<file path="src/rtl/crc16_serial_sched.sv">
// crc16_serial_sched
//   Round-robin scheduler in front of one bit-serial CRC-16 engine
//   (MSB-first LFSR, non-reflected, no final XOR). Each accepted job
//   loads one DATA_W-bit word, shifts it through the LFSR one bit per
//   clock, and returns the 16-bit result with the requester's index.
//
// Ports
//   clk        clock, rising edge
//   rst        asynchronous reset, active high
//   req        per-requester job request, held until its gnt bit pulses
//   req_data   job words, requester i at [i*DATA_W +: DATA_W]
//   gnt        one-hot single-cycle acceptance; the word is captured then
//   busy       engine occupied (SHIFT or DONE)
//   crc_valid  result available
//   crc_ready  result consumer ready
//   crc_out    CRC result, qualified by crc_valid
//   crc_id     requester index belonging to crc_out
module crc16_serial_sched #(
  parameter int          NREQ   = 4,
  parameter int          DATA_W = 32,
  parameter logic [15:0] POLY   = 16'h1021,
  parameter logic [15:0] INIT   = 16'h0000
) (
  input  logic                     clk,
  input  logic                     rst,
  input  logic [NREQ-1:0]          req,
  input  logic [NREQ*DATA_W-1:0]   req_data,
  output logic [NREQ-1:0]          gnt,
  output logic                     busy,
  output logic                     crc_valid,
  input  logic                     crc_ready,
  output logic [15:0]              crc_out,
  output logic [$clog2(NREQ)-1:0]  crc_id
);

  localparam int IDW = $clog2(NREQ);
  localparam int CW  = $clog2(DATA_W + 1);

  typedef enum logic [1:0] {IDLE, SHIFT, DONE} state_t;

  state_t            state;
  logic [IDW-1:0]    ptr;
  logic [CW-1:0]     cnt;
  logic [15:0]       lfsr;
  logic [DATA_W-1:0] word;

  logic [DATA_W-1:0] words [NREQ];
  logic              found;
  logic [IDW-1:0]    win;
  logic [IDW-1:0]    cand;
  int unsigned       pos;
  logic              fb;
  logic [15:0]       lfsr_nxt;
  logic              last;

  always_comb begin
    for (int unsigned i = 0; i < NREQ; i++) begin
      words[i] = req_data[i*DATA_W +: DATA_W];
    end
  end

  // First set request at or after the pointer, wrapping around.
  always_comb begin
    found = 1'b0;
    win   = '0;
    pos   = 0;
    cand  = '0;
    for (int unsigned k = 0; k < NREQ; k++) begin
      pos = k + 32'(ptr);
      if (pos >= NREQ) pos = pos - NREQ;
      cand = IDW'(pos);
      if (!found && req[cand]) begin
        found = 1'b1;
        win   = cand;
      end
    end
  end

  // The word register shifts left each cycle, so its MSB is always
  // word[DATA_W-1-cnt] of the originally captured value.
  always_comb begin
    fb       = lfsr[15] ^ word[DATA_W-1];
    lfsr_nxt = {lfsr[14:0], 1'b0} ^ (fb ? POLY : 16'h0000);
    last     = (cnt == CW'(DATA_W - 1));
  end

  // gnt is registered, so a grant takes two IDLE cycles: the decision
  // cycle raises gnt, and the gnt cycle itself captures the word.
  always_ff @(posedge clk or posedge rst) begin
    if (rst) begin
      state     <= IDLE;
      gnt       <= '0;
      busy      <= 1'b0;
      crc_valid <= 1'b0;
      crc_out   <= '0;
      crc_id    <= '0;
      ptr       <= '0;
      cnt       <= '0;
      lfsr      <= INIT;
      word      <= '0;
    end else begin
      case (state)
        IDLE: begin
          if (gnt != '0) begin
            word  <= words[crc_id];
            lfsr  <= INIT;
            cnt   <= '0;
            gnt   <= '0;
            busy  <= 1'b1;
            state <= SHIFT;
          end else if (found) begin
            gnt    <= NREQ'(1) << win;
            crc_id <= win;
            ptr    <= (win == IDW'(NREQ - 1)) ? '0 : win + IDW'(1);
          end
        end
        SHIFT: begin
          lfsr <= lfsr_nxt;
          word <= word << 1;
          cnt  <= cnt + CW'(1);
          if (last) begin
            crc_out   <= lfsr_nxt;
            crc_valid <= 1'b1;
            state     <= DONE;
          end
        end
        DONE: begin
          if (crc_ready) begin
            crc_valid <= 1'b0;
            busy      <= 1'b0;
            state     <= IDLE;
          end
        end
        default: state <= IDLE;
      endcase
    end
  end

endmodule

</file>
<file path="config.mk">
export PLATFORM = sky130hd
export DESIGN_NAME = crc16_serial_sched
export DESIGN_NICKNAME = d
export VERILOG_FILES = /design/src/rtl/crc16_serial_sched.sv
export SDC_FILE = /design/constraint.sdc
export NUM_CORES = 1
export LEC_CHECK = 0
export BUFFER_PORTS_ARGS = -buffer_cell sky130_fd_sc_hd__buf_2
export CORE_AREA = 2 2 104 106
export CTS_BUF_LIST = sky130_fd_sc_hd__clkbuf_16
export DETAILED_ROUTE_END_ITERATION = 8
export DIE_AREA = 0 0 106 108
export GPL_TIMING_DRIVEN = 0
export PLACE_DENSITY = 0.72
export SLEW_MARGIN = 10
export SYNTH_ARGS = -nofsm -noshare
export SYNTH_HDL_FRONTEND = slang
export SYNTH_SLANG_ARGS = --single-unit
</file>
<file path="constraint.sdc">
create_clock -name clk -period 3.27 [get_ports clk]
set_input_delay 0.654 -clock clk [delete_from_list [all_inputs] [get_ports clk]]
set_output_delay 0.654 -clock clk [all_outputs]
set_load 0.05 [all_outputs]
</file>
Word-level counts from Yosys, hierarchy flattened
Index checks and enable logic that the tools add are counted.
{"block": "op_classes", "add_sub_neg": 9, "mul": 0, "n_div": 0, "order_cmp": 9, "n_eq_ne": 7, "shifts": 1, "n_mux": 42, "n_bitwise": 4, "n_reduce_logical": 19}
{"operator": "2-to-1 mux 32 bit", "count": 3}
{"operator": "binary-select mux 32 bit (select 2 bit)", "count": 1}
{"operator": "one-hot mux 32 bit (2 select lines)", "count": 1}
{"operator": "one-hot mux 16 bit (2 select lines)", "count": 1}
{"operator": "2-to-1 mux 2 bit", "count": 12}
{"operator": "2-to-1 mux 16 bit", "count": 1}
{"operator": "XOR 16 x 13 -> 16 bit", "count": 1}
{"operator": "2-to-1 mux 13 bit", "count": 1}
{"operator": ">= comparator 3 bit, second input constant", "count": 4}
{"operator": "less-than comparator 2 x 3 -> 1 bit, second input constant", "count": 4}
{"operator": "one-hot mux 6 bit (2 select lines)", "count": 1}
{"operator": "AND reduction 3 bit", "count": 4}
{"operator": "2-to-1 mux 1 bit", "count": 11}
{"operator": "binary-select mux 1 bit (select 2 bit)", "count": 4}
{"operator": "2-to-1 mux 4 bit", "count": 2}
{"operator": "nonzero test 2 bit", "count": 4}
{"operator": "subtractor 2 x 1 -> 2 bit, second input constant", "count": 4}
{"operator": "adder 2 x 2 -> 3 bit, first input constant", "count": 2}
{"operator": "adder 6 x 1 -> 6 bit, second input constant", "count": 1}
{"operator": "== test 6 x 5 -> 1 bit, second input constant", "count": 1}
{"operator": "2-to-1 mux 6 bit", "count": 1}
{"operator": "inequality test 2 bit, second input constant", "count": 3}
{"operator": "one-hot mux 2 bit (3 select lines)", "count": 1}
{"operator": "AND reduction 2 bit", "count": 3}
{"operator": "14 further kinds", "count": 20}
{"block": "totals", "register_bits": 82, "latch_bits": 0, "ram_bits": 0, "mem_bits_ro": 0, "inputBits": 135, "output_inout_bits": 24, "elab_cells": 101, "mem_count": 0}

Longest topological paths before layout
Gate-level depths: netlist (run 1).
{"block": "logic_depth", "ltp_word": 17, "mapped_depth": 7}

Worst setup path after synthesis (run 1)
Ideal clock, no wire load.
{"block": "synth_timing", "path_kind": "reg2reg", "from": "register crc_id[0]", "to": "register word[19]", "setup_time_ns": 0.121, "arrival_time_ns": 1.899, "t_required_ns": 3.149, "slack_ns": 1.250, "stages_incl_launch_ff": 7, "synth_period_minus_slack_ns": 2.020, "cell_sequence": "dfrtp_1 > buf_2 > buf_6 > mux4_2 > nor3_1 > a21oi_1 > o22a_1"}
{"block": "synth_between", "elab_chain_cells": 6}
{"element": "start: declaration", "line_no": "33", "text": "output logic [$clog2(NREQ)-1:0] crc_id"}
{"element": "start signal: assignment", "line_no": "113", "text": "crc_id <= win;"}
{"element": "inverter 2 -> 3 bit (implied by the code)", "line_no": "105", "text": "word <= words[crc_id];"}
{"element": "binary-select mux 32 bit (select 2 bit)", "line_no": "105"}
{"element": "2-to-1 mux 32 bit (implied by the code) (2 in series)", "line_no": "105"}
{"element": "2-to-1 mux 32 bit", "line_no": "104", "text": "if (gnt != '0) begin"}
{"element": "one-hot mux 32 bit (2 select lines)", "line_no": "102", "text": "case (state)"}
{"element": "end signal: assignment", "line_no": "105"}
{"element": "end signal: assignment", "line_no": "119", "text": "word <= word << 1;"}
{"element": "end: declaration", "line_no": "45", "text": "logic [DATA_W-1:0] word;"}
Every way passes these cells. The select of a mux whose other input is x is not followed.
A chain may end at the register's enable or synchronous reset.

Final worst setup path (run 1)
{"block": "layout_timing", "from": "register cnt[0]", "to": "register crc_out[14]"}
{"block": "layout_between", "elab_chain_cells": 2}
{"element": "start: declaration", "line_no": "43", "text": "logic [CW-1:0] cnt;"}
{"element": "start signal: assignment", "line_no": "120", "text": "cnt <= cnt + CW'(1);"}
{"element": "== test 6 x 5 -> 1 bit", "line_no": "84", "text": "last = (cnt == CW'(DATA_W - 1));"}
{"element": "AND reduction 2 bit (no line)"}
{"element": "end signal: assignment", "line_no": "122", "text": "crc_out <= lfsr_nxt;"}
{"element": "end: declaration", "line_no": "32", "text": "output logic [15:0] crc_out,"}
Every way passes these cells.

==> impl_metrics.yaml, run 1 <==
clock_network:
  cts_tree: "done"
  htreeDepth: 3
  clockRootBuffer: "clkbuf_16"
  cts.sinks: 82
  clk_pin_slew_worst_paths_ns: 0.07
  ctsResizeCount: 0
  numCtsBuffers: 9
  insertion_delay_ns: 0.33
  cts_hold_buf: 0
  cts_buffer_depth: 2
  postCtsSetupBuffers: 0
setup_path:
  max_stage_delay_ns: 0.57
  crit_path_cell_trace: "ha_1 -> nand2_1 -> nor4_4 -> buf_6 -> mux2_1"
  worst_ep_arrival_time_ns: 2.29
  cp_slowest_cell: "nor4_4"
  start_kind: "flip-flop"
  required_ns: 3.49
  path_class: "reg -> reg"
  cp-end-kind: "flip-flop"
  rrSetupSlack_ns: 1.20
  critPathMaxFanout: 10
  cp_top_family: "simple AND/OR/NAND/NOR gates"
  crit_buf_inv: 1
floorplanning:
  coreArea_mm2: 0.01023
  die_y_um: 108
  start_util: 0.4411
  die-width_um: 106
  num_rows: 37
  die_area_mm2: 0.01145
  io_pins: 159
grt:
  grt-ovfl-total: 0
  antenna_found_initial: 0
  grt_start_max_net_pins: 51
  grt_pass1_vias: 4029
  grtUsageTotal: 0.2252
  grt_pass1_wl_um: 19860
cells_and_area:
  syn_to_final_growth_pct: 29.14
  nets: 696
  n_antenna_cell: 0
  multiInputGateArea_mm2: 0.002188
  seqCellArea_mm2: 0.002052
  n_fill_cell: 887
  final_cells: 697
  layout-drive-gt1-share: 0.4225
sta:
  slew_headroom: 0.5079
  hold_violations: 0
  fin_ws_ns: 1.204
  clock.fmax_mhz: 484.0
  final.period_utilization: 0.6319
  drv_slew: 0
  tightestPinTransition_ns: 0.7326
  setup_viol: 0
  skew_ns: 0.005723
  rsz0062_at_grt: "false"
  fin_crit_ns: 2.066
synth:
  yosys_most_used_dff: "dfrtp_1"
  synth_area_mm2: 0.004513
  synth_seq_cells: 82
  synth_edf_count: 0
  postSynthCellCount: 386
  synth-async-reset-ratio: 1.000
  synth_common_cells: "82 x dfrtp_1, 29 x a21oi_1, 24 x mux4_2, 24 x nand2_1"
  synth-seq-area-share: 0.4547
  syn_nets: 526
  synth_area_leader_cell: "dfrtp_1"
  synthTopCellsByArea: "dfrtp_1 45%, mux4_2 12%, a22o_1 4.3%"
  avgSynthCellArea_um2: 11.69
  yosysMostFrequentCell: "dfrtp_1"
  synth_top_area_frac: 0.4547
  ys_warn_count: 0
  synthDistinctLibCells: 46
placed_design:
  dp.cells: 681
  gp_congestion: 0.8466
  dp_slack_ns: 0.9717
  portBuffers: 158
  dpl.hpwl_um: 9390
routing:
  drt_wl_total_um: 12280
  drc: 0
  drt-initial-drc-count: 192
  wl_per_cell_um: 17.62
  avgViaCountPerCell: 5.598
  vias: 3902
  drt-pass1-iter-count: 4
  antenna_left: 0
power_and_ir_drop:
  power.total_mw: 5.609
  power_leakage_nw: 2.697
  irDropWorstVdd_v: 0.0005385
  cellPowerDensity_mw_per_mm2: 962.3
flow_run:
  maxCapViolations: 0
min_path:
  hp-class: "in -> async"
run_status:
  status: "completed"
==> worst paths after layout <==
check	to	from	cells past startpoint
worst max-delay path	crc_out[14]	cnt[0]	5
worst min-delay path	word[1]	rst	2
worst max register to register	crc_out[14]	cnt[0]	5
worst min register to register	crc_out[11]	crc_out[11]	1
max in group asynchronous	crc_out[8]	rst	3
min in group clk	crc_out[11]	crc_out[11]	1
==> worst reg2reg max path, cell delays in order, from the launching register on <==
cell and delay [ns]:
dfrtp_1 0.42, ha_1 0.25, nand2_1 0.12, nor4_4 0.57, buf_6 0.25, mux2_1 0.33
==> final cells by class <==
type	instances	area share
plain buffers	30	0.03263
repair buffers	159	0.1404
multi-input cells	252	0.3755
clock inverters	7	0.01696
flip-flops and latches	82	0.3521
well taps	136	0.02920
clock buffers	9	0.03864
inverters	22	0.01460
==> registers in the layout, indices dropped and copies added, names as in the netlist <==
signal	cells
cnt	6
busy	1
lfsr	16
crc_valid	1
gnt	4
word	32
state	2
crc_id	2
ptr	2
crc_out	16
==> report_power, final <==
part	total (mW)	internal (mW)	switching, mW
Clock	1.10	0.676	0.428
Combinational	2.70	1.14	1.56
Sequential	1.81	1.49	0.319
==> through the flow <==
stage	utilization	hold slack [ns]	setup TNS, ns	cell area [um2]
floorplan	-	0.4717	0	4513
global placement	0.5350	0.4613	-29.59	5474
detailed placement	0.5380	0.4821	0	5504
CTS	0.5696	0.3349	0	5828
global route	0.5696	0.3593	0	5828
finish	0.5696	0.3258	0	5828
==> per-layer routing <==
layer / vias to the layer above / global-route usage / routed length (um)
met1: 1915 / 0.2828 / 4967
met4: 0 / 0.1090 / 432
li1: 1790 / - / -
met5: - / 0 / 0
met3: 28 / 0.04280 / 777
met2: 169 / 0.3774 / 6106
==> placed cells by master (no fill, tap or decap), types with 3 or more instances in the layout <==
| cell | count |
|---|---|
| buf_1 | 3 |
| xnor2_1 | 3 |
| a22oi_1 | 7 |
| nand3_1 | 7 |
| inv_6 | 3 |
| o311ai_0 | 7 |
| mux2_1 | 7 |
| o22a_1 | 16 |
| o21ai_1 | 4 |
| nand2_1 | 24 |
| o21ai_0 | 3 |
| nor2b_1 | 4 |
| buf_6 | 8 |
| buf_2 | 163 |
| a22o_1 | 22 |
| clkbuf_16 | 9 |
| mux2i_1 | 16 |
| dfrtp_1 | 82 |
| o22ai_1 | 8 |
| mux4_2 | 24 |
| ha_1 | 5 |
| nor2_1 | 14 |
| nor3_1 | 17 |
| mux2_2 | 8 |
| a21oi_1 | 29 |
| buf_4 | 3 |
| clkbuf_1 | 11 |
| inv_1 | 21 |
==> kinds of logic (layout without fill, tap and decap cells) <==
logic type | after synthesis | after routing | synth area share
compound gates | 106 | 106 | 0.1716
flops | 82 | 82 | 0.4547
simple gates | 79 | 79 | 0.09038
mux | 57 | 57 | 0.1993
buf+inv | 52 | 227 | 0.06044
fa+ha+maj | 5 | 5 | 0.01386
xor+xnor | 5 | 5 | 0.009705
(Power assumes the default switching activity.)
==> run 2, diff against run 1 <==
Settings changed: ABC_AREA set to 1.
Clock period 3.27 ns to 2.2 ns, I/O delays scaled along.
==> run 2 against run 1 <==
Final cell count up 32%. First-iteration DRC count increased to 2.6 times the previous value. Worst hold slack lost 0.26 ns. Utilization increased by 0.28 points. Sequential share of layout area fell by 0.17 points. Non-clock buffer count grew 8. Sequential power rose by 42%. Die area unchanged. Via count rose by 27%. Clock power up 53%. Critical endpoint is now ptr[1].
==> impl_metrics.yaml, run 2 <==
synth:
  synth-async-reset-ratio: 1.000
  synth_area_mm2: 0.004517
  synth_top_area_frac: 0.4543
  avgSynthCellArea_um2: 7.454
  synth_edf_count: 0
  yosys_most_used_dff: "dfrtp_1"
  synth_common_cells: "140 x nand2_1, 113 x o21ai_0, 82 x dfrtp_1"
  postSynthCellCount: 606
  synthDistinctLibCells: 29
  syn_nets: 746
  synth_area_leader_cell: "dfrtp_1"
  ys_warn_count: 0
  synth_seq_cells: 82
  synth-seq-area-share: 0.4543
  yosysMostFrequentCell: "nand2_1"
  synthTopCellsByArea: "dfrtp_1 45%, o21ai_0 13%, nand2_1 12%"
floorplanning:
  die_area_mm2: 0.01145
  die_y_um: 108
  num_rows: 37
  die-width_um: 106
  io_pins: 159
  start_util: 0.4415
  coreArea_mm2: 0.01023
setup_path:
  crit_buf_inv: 2
  crit_top_cell: "nand2_1"
  cp_slowest_cell: "dfrtp_1"
  worst_ep_arrival_time_ns: 2.23
  cp_top_family: "simple AND/OR/NAND/NOR gates"
  critPathMaxFanout: 10
  start_kind: "flip-flop"
  crit_path_cell_trace: "buf_4 -> nand2_1 -> nand2_2 -> o21ai_0 -> nand3_2 -> nand3_1 -> inv_1 -> ha_1 -> nand2_1 -> o21ai_1"
  cp-end-kind: "flip-flop"
  max_stage_delay_ns: 0.38
  path_class: "reg -> reg"
  rrSetupSlack_ns: 0.20
  required_ns: 2.43
sta:
  setup_tns_ns: 0
  drv_slew: 0
  clock.fmax_mhz: 498.9
  skew_ns: 0.01127
  setup_viol: 0
  final.period_utilization: 0.9110
  slew_headroom: 0.6220
  rsz0062_at_grt: "false"
  fin_crit_ns: 2.004
  tightestPinTransition_ns: 0.5670
  hold_violations: 0
  hold-worst-slack_ns: 0.07022
grt:
  grt-ovfl-total: 0
  grtUsageTotal: 0.2490
  antenna_found_initial: 1
  grt_start_max_net_pins: 39
  grt_pass1_vias: 4863
  grt_pass1_wl_um: 22710
min_path:
  hp-class: "in -> async"
cells_and_area:
  regMostFlops: "word"
  multiInputGateArea_mm2: 0.002161
  final_cells: 919
  nets: 917
  mostFrequentLayoutCells: "165 x buf_2, 140 x nand2_1, 113 x o21ai_0"
  final_common_cell: "buf_2"
  largest_reg_flops: 32
  n_fill_cell: 966
  seqCellArea_mm2: 0.002052
  syn_to_final_growth_pct: 29.67
  layout-drive-gt1-share: 0.2647
  largest_registers: "word: 32 flops, crc_out: 16 flops, lfsr: 16 flops"
clock_network:
  clk_pin_slew_worst_paths_ns: 0.06
  postCtsSetupBuffers: 0
  insertion_delay_ns: 0.34
  cts_tree: "done"
  cts_hold_buf: 0
  cts.sinks: 82
  clockRootBuffer: "clkbuf_16"
  htreeDepth: 3
  ctsResizeCount: 0
  cts_buffer_depth: 2
  numCtsBuffers: 9
routing:
  vias: 4965
  drt-initial-drc-count: 494
  drt_wl_total_um: 13860
  wl_per_cell_um: 15.08
  drt-pass1-iter-count: 5
  antenna_left: 0
  drc: 0
  avgViaCountPerCell: 5.403
flow_run:
  maxCapViolations: 0
placed_design:
  dpl.hpwl_um: 10440
  dp.cells: 902
  portBuffers: 158
  gp_congestion: 0.9298
power_and_ir_drop:
  power_leakage_nw: 2.964
  cellPowerDensity_mw_per_mm2: 1507
  irDropWorstVdd_v: 0.0006331
  power.total_mw: 8.828
run_status:
  status: "completed"
## run 2: changes by cell type after synthesis, sizes merged, moves of 30 or more
cell	previous run	this run
nand2	24	149
o21ai	7	118
nor2	16	72
o22ai	8	46
a21oi	30	0
nand3	7	48
## run 2: metrics by stage
stage	util	cell area, um2	setup slack [ns]
after floorplan	-	4521	0.4533
after global placement	0.5358	5482	0.2753
after detailed placement	0.5397	5522	0.1893
after CTS	0.5722	5854	0.2002
after global routing	0.5725	5857	0.03373
final	0.5725	5857	0.1958
## run 2: report_power, final
part | switching (mW) | internal [mW]
registers | 0.384 | 2.18
clock network | 0.660 | 1.02
logic | 3.13 | 1.45
total | 4.18 | 4.65
## run 2: path summary, 6_finish.rpt
path                       startpoint    endpoint  depth (start not counted)
max in group asynchronous         rst    word[10]                          3
min reg2reg                crc_out[3]  crc_out[3]                          2
max                            ptr[0]      ptr[1]                         10
min                               rst      gnt[1]                          2
max reg2reg                    ptr[0]      ptr[1]                         10
min in group clk            crc_ready    state[1]                          2
## run 2: metal layers
| metal | global-route usage | vias up | routed length (um) | share of wire |
|---|---|---|---|---|
| met1 | 0.3193 | 2327 | 5995 | 0.43 |
| met5 | 0 | - | 0 | 0 |
| li1 | - | 2378 | - | - |
| met4 | 0.09492 | 0 | 352 | 0.025 |
| met3 | 0.04219 | 28 | 965 | 0.070 |
| met2 | 0.4249 | 232 | 6548 | 0.47 |
## run 2: cell type report
class | instances | area share
Antenna cell | 1 | 0.0004273
Buffer | 37 | 0.02649
Clock buffer | 9 | 0.03845
Clock inverter | 7 | 0.01837
Inverter | 39 | 0.02606
Multi-Input combinational cell | 448 | 0.3689
Sequential cell | 82 | 0.3504
Tap cell | 136 | 0.02905
Timing Repair Buffer | 160 | 0.1418
## run 2: worst reg2reg max path, cell delays in order (launching register included)
cell	delay, ns
dfrtp_1	0.38
buf_4	0.17
nand2_1	0.08
nand2_2	0.08
o21ai_0	0.29
nand3_2	0.18
nand3_1	0.21
inv_1	0.09
ha_1	0.29
nand2_1	0.07
o21ai_1	0.05
## run 2: cell families (layout without fill, tap and decap cells)
family,Yosys count,after routing,synth area share
and+or+nand+nor,273,273,0.2579
xor gates and xnor gates,3,3,0.005818
buffers and inverters,76,252,0.06731
other,0,1,0
adders and majority gates,5,5,0.01385
AOI/OAI and AO/OA,167,167,0.2008
DFF,82,82,0.4543
